[config.mk]
export PLATFORM = sky130hd
export DESIGN_NAME = sobol_bitstream_gen_flat
export DESIGN_NICKNAME = d
export VERILOG_FILES = /design/src/rtl/sobol_bitstream_gen_pkg.sv /design/src/rtl/sobol_bitstream_gen_if.sv /design/src/rtl/sobol_bitstream_gen.sv /design/src/flat_wrapper.sv
export SDC_FILE = /design/constraint.sdc
export NUM_CORES = 1
export LEC_CHECK = 0
export CORE_MARGIN = 2
export CORE_UTILIZATION = 50
export DETAILED_ROUTE_END_ITERATION = 10
export HOLD_SLACK_MARGIN = 0.03
export PLACE_DENSITY_LB_ADDON = 0.15
export SYNTH_ARGS = -nofsm -noshare
export SYNTH_HDL_FRONTEND = slang
export SYNTH_SLANG_ARGS = --single-unit
[constraint.sdc]
create_clock -name iClk -period 4.2 [get_ports iClk]
set_input_delay 1.26 -clock iClk [delete_from_list [all_inputs] [get_ports iClk]]
set_output_delay 1.26 -clock iClk [all_outputs]
set_load 0.02 [all_outputs]
[src/rtl/sobol_bitstream_gen_pkg.sv]
`default_nettype none
// ============================================================================
//  Module      : sobol_bitstream_gen_pkg
//  Description : Shared constants for the Sobol-driven stochastic bitstream
//                generator: default width, FSM encoding, stream length.
//  Revision    : 1.0 - initial release
// ============================================================================
package sobol_bitstream_gen_pkg;

    localparam int BITWIDTH_DEF = 8;
    localparam int STREAM_LEN   = 1 << BITWIDTH_DEF;

    localparam logic [1:0] ST_IDLE = 2'd0;
    localparam logic [1:0] ST_RUN  = 2'd1;
    localparam logic [1:0] ST_DONE = 2'd2;

    function automatic int streamLen(input int bw);
        return 1 << bw;
    endfunction

endpackage
`default_nettype wire

[src/rtl/sobol_bitstream_gen_if.sv]
`default_nettype none
// ============================================================================
//  Module      : sobol_bitstream_gen_if
//  Description : Operand handshake, RNG link and bitstream outputs of the
//                stochastic bitstream generator.
//  Revision    : 1.0 - initial release
// ============================================================================
interface sobol_bitstream_gen_if
    import sobol_bitstream_gen_pkg::*;
#(
    parameter int BITWIDTH = BITWIDTH_DEF
);
    logic                iValid;
    logic                oReady;
    logic [BITWIDTH-1:0] iData;
    logic [BITWIDTH-1:0] iRand;
    logic                oRngEn;
    logic                oBit;
    logic                oBitValid;
    logic                oDone;
    logic [BITWIDTH-1:0] oOnesCnt;

    modport slave (
        input  iValid, iData, iRand,
        output oReady, oRngEn, oBit, oBitValid, oDone, oOnesCnt
    );

    modport master (
        output iValid, iData, iRand,
        input  oReady, oRngEn, oBit, oBitValid, oDone, oOnesCnt
    );
endinterface
`default_nettype wire

[src/rtl/sobol_bitstream_gen.sv]
`default_nettype none
// ============================================================================
//  Module      : sobol_bitstream_gen
//  Description : Converts one binary operand into a 2^BITWIDTH-bit unary
//                stochastic stream by comparison against a Sobol sequence.
//  Revision    : 1.0 - initial release
// ============================================================================
module sobol_bitstream_gen
    import sobol_bitstream_gen_pkg::*;
#(
    parameter int BITWIDTH = BITWIDTH_DEF
) (
    input  wire                   iClk,
    input  wire                   iRst,
    sobol_bitstream_gen_if.slave  bus
);

    localparam logic [BITWIDTH-1:0] c_lenMax = BITWIDTH'(streamLen(BITWIDTH) - 1);

    logic [1:0]          r_state;
    logic [BITWIDTH-1:0] r_data;
    logic [BITWIDTH-1:0] r_lenCnt;
    logic [BITWIDTH-1:0] r_onesCnt;
    logic                w_run;
    logic                w_bit;

    assign w_run = (r_state == ST_RUN);
    assign w_bit = w_run && (bus.iRand < r_data);

    always_ff @(posedge iClk or posedge iRst) begin
        if (iRst) begin
            r_state   <= ST_IDLE;
            r_data    <= '0;
            r_lenCnt  <= '0;
            r_onesCnt <= '0;
        end else begin
            case (r_state)
                ST_IDLE: begin
                    if (bus.iValid) begin
                        r_data    <= bus.iData;
                        r_lenCnt  <= '0;
                        r_onesCnt <= '0;
                        r_state   <= ST_RUN;
                    end
                end
                ST_RUN: begin
                    // Counter wraps to zero on the final bit; onesCnt tops out at 2^BITWIDTH-1.
                    r_lenCnt  <= r_lenCnt + 1'b1;
                    r_onesCnt <= r_onesCnt + {{(BITWIDTH-1){1'b0}}, w_bit};
                    if (r_lenCnt == c_lenMax) begin
                        r_state <= ST_DONE;
                    end
                end
                ST_DONE: begin
                    r_state <= ST_IDLE;
                end
                default: begin
                    r_state <= ST_IDLE;
                end
            endcase
        end
    end

    assign bus.oReady    = (r_state == ST_IDLE);
    assign bus.oRngEn    = w_run;
    assign bus.oBitValid = w_run;
    assign bus.oBit      = w_bit;
    assign bus.oDone     = (r_state == ST_DONE);
    assign bus.oOnesCnt  = r_onesCnt;

endmodule
`default_nettype wire

[src/flat_wrapper.sv]
// flat-port wrapper written by rule: the top's interface ports become plain ports
module sobol_bitstream_gen_flat import sobol_bitstream_gen_pkg::*;
#(
    parameter int BITWIDTH = BITWIDTH_DEF
)
  (iClk, iRst, bus_iValid, bus_iData, bus_iRand, bus_oReady, bus_oRngEn, bus_oBit, bus_oBitValid, bus_oDone, bus_oOnesCnt);
  sobol_bitstream_gen_if #(.BITWIDTH(BITWIDTH)) bus_i ();
  input  wire iClk;
  input  wire iRst;
  input wire logic [$bits(bus_i.iValid)-1:0] bus_iValid;
  input wire logic [$bits(bus_i.iData)-1:0] bus_iData;
  input wire logic [$bits(bus_i.iRand)-1:0] bus_iRand;
  output wire logic [$bits(bus_i.oReady)-1:0] bus_oReady;
  output wire logic [$bits(bus_i.oRngEn)-1:0] bus_oRngEn;
  output wire logic [$bits(bus_i.oBit)-1:0] bus_oBit;
  output wire logic [$bits(bus_i.oBitValid)-1:0] bus_oBitValid;
  output wire logic [$bits(bus_i.oDone)-1:0] bus_oDone;
  output wire logic [$bits(bus_i.oOnesCnt)-1:0] bus_oOnesCnt;
  assign bus_i.iValid = bus_iValid;
  assign bus_i.iData = bus_iData;
  assign bus_i.iRand = bus_iRand;
  assign bus_oReady = bus_i.oReady;
  assign bus_oRngEn = bus_i.oRngEn;
  assign bus_oBit = bus_i.oBit;
  assign bus_oBitValid = bus_i.oBitValid;
  assign bus_oDone = bus_i.oDone;
  assign bus_oOnesCnt = bus_i.oOnesCnt;
  sobol_bitstream_gen #(.BITWIDTH(BITWIDTH)) u_core (.iClk(iClk), .iRst(iRst), .bus(bus_i));
endmodule
Yosys cells after proc, flatten, opt, wreduce, memory -nomap -nowiden:

Index checks and enable logic that the tools add are counted.

* input port bits: 19
* output and inout bits: 13
* latch bits: 0
* bits in registers: 26
* memories kept: 0
* memory bits (writable): 0
* bits in read-only memories: 0

* shifts and indexed selects: 0
* bitwise gates (word level): 0
* reduce and logical (&&, ||, !) cells: 6
* div/mod/pow operators: 0
* add/sub/neg operators: 2
* order comparisons: 1
* multiplexer cells: 6
* $mul: 0
* equality and inequality tests: 5

Operators by type and width (count)
* $pmux 8 s2: 2
* $add 8x1->8: 1
* $add 8x1->8 const B: 1
* $eq 8x8->1 const B: 1
* $lt 8x8->1: 1
* $mux 8: 1
* $reduce_and 2->1: 3
* $mux 2: 2
* $ne 2x2->1 const B: 2
* $pmux 2 s2: 1
* $eq 2x1->1 const B: 1
* $eq 2x2->1 const B: 1
* $logic_not 2->1: 1
* $reduce_bool 2->1: 1
* $logic_and 1x1->1: 1

Longest topological paths before layout:

* depth in word-level cells: 4
* depth in mapped cells: 11

Worst setup path before layout:

OpenSTA, ideal clock, no wires.

* path type: input to output
* start: input port bus_iRand[1]
* end: output port bus_oBit
* slack: 0.762 ns
* cell stages on the path: 3
* data required time: 2.940 ns
* arrival time: 2.178 ns
* cells stage by stage: ha_1 a2111oi_0 o31a_1

* cells in the longest elaborated chain, start to end: 2

Ends and longest elaborated chain
* start: declaration: RTL line flat_wrapper.sv:12 `input wire logic [$bits(bus_i.iRand)-1:0] bus_iRand;`
* $lt 8x8->1: RTL line sobol_bitstream_gen.sv:28 `assign w_bit = w_run && (bus.iRand < r_data);`
* $logic_and 1x1->1: RTL line sobol_bitstream_gen.sv:28
* end: declaration: RTL line flat_wrapper.sv:15 `output wire logic [$bits(bus_i.oBit)-1:0] bus_oBit;`

Every way passes these cells.

Final worst setup path:

Ends and elaborated chain as after synthesis.

==> flow_summary_export.csv <==
group,metric,value,unit
power,switching_share,0.359,
final_layout,seqCellArea,651,µm²
sta,final_hold_viol_count,0,
route,avgViaCountPerCell,5.60,
min_path,holdCritPathClass,"flip-flop to flip-flop",
global_routing,grt.overflow.total,0,
synthesis,ys_top_cells_by_area,"dfrtp_1 (46%), ha_1 (8.9%), mux2_2 (6.4%), nand2_1 (5.9%), mux2i_1 (4.3%)",
sta,setup-violations-final,0,
sta,max_freq,245,MHz
power,ir_drop,326,µV
sta,holdWs,0.492,ns
final_layout,num-fill-cells,247,
placed_design,io_buffers,31,
global_routing,grt_pass1_vias,1097,
cts,clock-sinks,26,
sta,clock_skew,0.00239,ns
critical_path,worstSetupPathType,"input pin to output port",
route,drc,0,
placed_design,hpwlAfterDp,2080,µm
synthesis,synth_warnings,0,
die,start_util,0.519,
synthesis,yosys.area.top_type_share,0.463,
cts,cts-buffers-inserted,3,
die,die_area,3250,µm²
route,num_vias,1119,
power,leakage,0.847,nW
die,fp.dieW,57.0,µm
critical_path,cp-end-kind,"output port",
synthesis,synth-seq-area-share,0.463,
route,routed_wl,2800,µm
cts,worstSkewPairLatency,0.30,ns
synthesis,syn_avg_cell_area,10.1,µm²
synthesis,yosysUniqueCellTypes,29,
status,status,"finished clean",
route,drt_pass1_iterations,4,
sta,finalCritPeriodShare,0.974,
critical_path,required,2.94,ns
sta,tightestPinTransition,0.997,ns
final_layout,finalNetCount,200,
cts,clockBufferDepth,2,
power,power_frac_seq,0.481,
final_layout,drive_gt1_frac,0.0769,
final_layout,multiInputGateArea,666,µm²
cts,clockRootBuffer,"clkbuf_4",
global_routing,grt_util_all_layers,0.186,
critical_path,worst-path-max-fanout,2,
global_routing,grt_max_degree,27,
synthesis,synth_ff_type,"dfrtp_1",
die,rows,19,
synthesis,yosysTopAreaCell,"dfrtp_1",
die,coreArea,2710,µm²
placed_design,gpl.final_weighted_congestion,0.805,
route,post_drt_wl_per_cell,14.0,µm
job,maxCapViolations,0,
synthesis,ys_ff_latch,26,
global_routing,antenna_found_initial,0,
die,io_pins,32,
route,first_iter_violations,45,
sta,rsz0062_at_grt,"false",
power,internal_power,519,µW
synthesis,syn_area,1410,µm²
sta,fin_setup_tns,0,ns
power,pwr-share-clk,0.124,
cts,post-cts-setup-buffer-count,0,
power,p_switching,290,µW
global_routing,grt_pass1_wl,4790,µm
synthesis,netlist_top_cells_count,"dfrtp_1 (26), nand2_1 (22), inv_1 (11), nand3_1 (11), ha_1 (10)",
synthesis,syn_nets,168,
critical_path,cp.arrival,2.83,ns
critical_path,cp-start-kind,"input pin",
final_layout,n_antenna_cell,0,
cts,cts_tree,"done",
synthesis,ys_async_sr_fraction,1.00,
synthesis,yosysMostFrequentCell,"dfrtp_1",
sta,maxSlewHeadroom,0.335,
synthesis,synthCells,139,
power,finalPower,809,µW
cts,htree_levels,1,
final_layout,area_growth,23.9,%
critical_path,reg2reg_slack,1.60,ns
synthesis,synth_edf_count,0,
cts,clk_pin_slew,0.13,ns
power,cellPowerDensity,464,nW/µm²
power,pwr-share-comb,0.395,
sta,drv_slew,0,
die,fp.dieH,57.0,µm
route,ant_nets,0,
sta,period_needed,4.09,ns
## area by class of cell
class,count,share of cell area
clock buffer,3,0.0129
inverter,11,0.0237
sequential,26,0.373
tap,31,0.0223
timing repair buffer,33,0.186
multi-input combinational,96,0.382
## cells in the final DEF, fill, tap and decap left out
cell,netlist,final
o21a_1,1,1
nand4_1,5,5
nand3_1,11,11
nand2_1,22,22
o211ai_1,2,2
buf_4,3,2
clkdlybuf4s50_1,0,30
o21bai_1,1,1
a2111oi_1,0,1
dfrtp_1,26,26
dlygate4sd2_1,0,1
mux2_2,8,8
o21ai_0,5,5
a21oi_1,4,4
o22ai_1,2,2
o31a_1,1,1
or3b_1,1,1
and3_1,3,3
clkbuf_4,0,3
inv_1,11,11
mux2i_1,6,6
nor2_1,3,3
nand2b_1,2,2
ha_1,10,10
nor2b_1,1,1
a22o_1,1,1
o211a_1,1,1
nor3b_1,2,2
or4_1,2,2
and4_1,1,1
## per-layer routing
metal  vias to the layer above  part of all wire  track usage
met2                        24              0.53        0.333
met4                         0            0.0061       0.0299
li1                        552                 -            -
met3                         2             0.035       0.0385
met5                         -                 0            0
met1                       541              0.43        0.236
## sequential cells by signal, summed over array words and instances, names as in the netlist
name                 flops
u_core.r_lenCnt          8
u_core.r_state           2
u_core.r_data            8
u_core.bus.oOnesCnt      8
## power by group through the flow
| stage | Clock, mW | Combinational [mW] | Sequential (mW) |
|---|---|---|---|
| after floorplan | 0 | 0.192 | 0.401 |
| after global placement | 0 | 0.309 | 0.389 |
| after detailed placement | 0 | 0.328 | 0.395 |
| after CTS | 0.107 | 0.325 | 0.389 |
| after global routing | 0.119 | 0.359 | 0.401 |
| final | 0.100 | 0.320 | 0.389 |
## cell families after synthesis
kind of cell	count (synthesis)	share of synthesized area
mux	14	0.107
simple gates	53	0.189
flops	26	0.463
fa+ha+maj	10	0.0890
compound gates	19	0.0881
buf+inv	17	0.0649
## worst max-delay path: stages
cell and delay, ns:
clkdlybuf4s50_1 0.40, ha_1 0.29, a2111oi_1 0.34, o31a_1 0.20, dlygate4sd2_1 0.33
## path summary, 6_finish.rpt
path,from,to,cells past startpoint
worst min-delay path,u_core.bus.oOnesCnt[7]$_DFFE_PP0P_,u_core.bus.oOnesCnt[7]$_DFFE_PP0P_,1
max in group asynchronous,iRst,u_core.r_data[2]$_DFFE_PP0P_,2
worst min register to register,u_core.bus.oOnesCnt[7]$_DFFE_PP0P_,u_core.bus.oOnesCnt[7]$_DFFE_PP0P_,1
min in group asynchronous,iRst,u_core.r_data[0]$_DFFE_PP0P_,2
worst max register to register,u_core.r_state[1]$_DFFE_PP0P_,u_core.bus.oOnesCnt[6]$_DFFE_PP0P_,10
worst max-delay path,bus_iRand[1],bus_oBit,5
## per-stage QoR
stage | cell area (µm²) | worst slack [ns] | utilization | std cells
after floorplan | 1410 | 0.762 | - | 139
after global placement | 1720 | -0.175 | 0.635 | 197
after detailed placement | 1720 | -0.192 | 0.635 | 197
after CTS | 1740 | 0.0842 | 0.643 | 200
after global routing | 1740 | 0.0338 | 0.643 | 200
final | 1740 | 0.110 | 0.643 | 200
## timing repair
action	4_1_cts	5_1_grt
setup endpoints to repair	1	1
hold buffers	0	0
resized for setup	1	1
No activity file was read; power rests on OpenSTA's default activity.
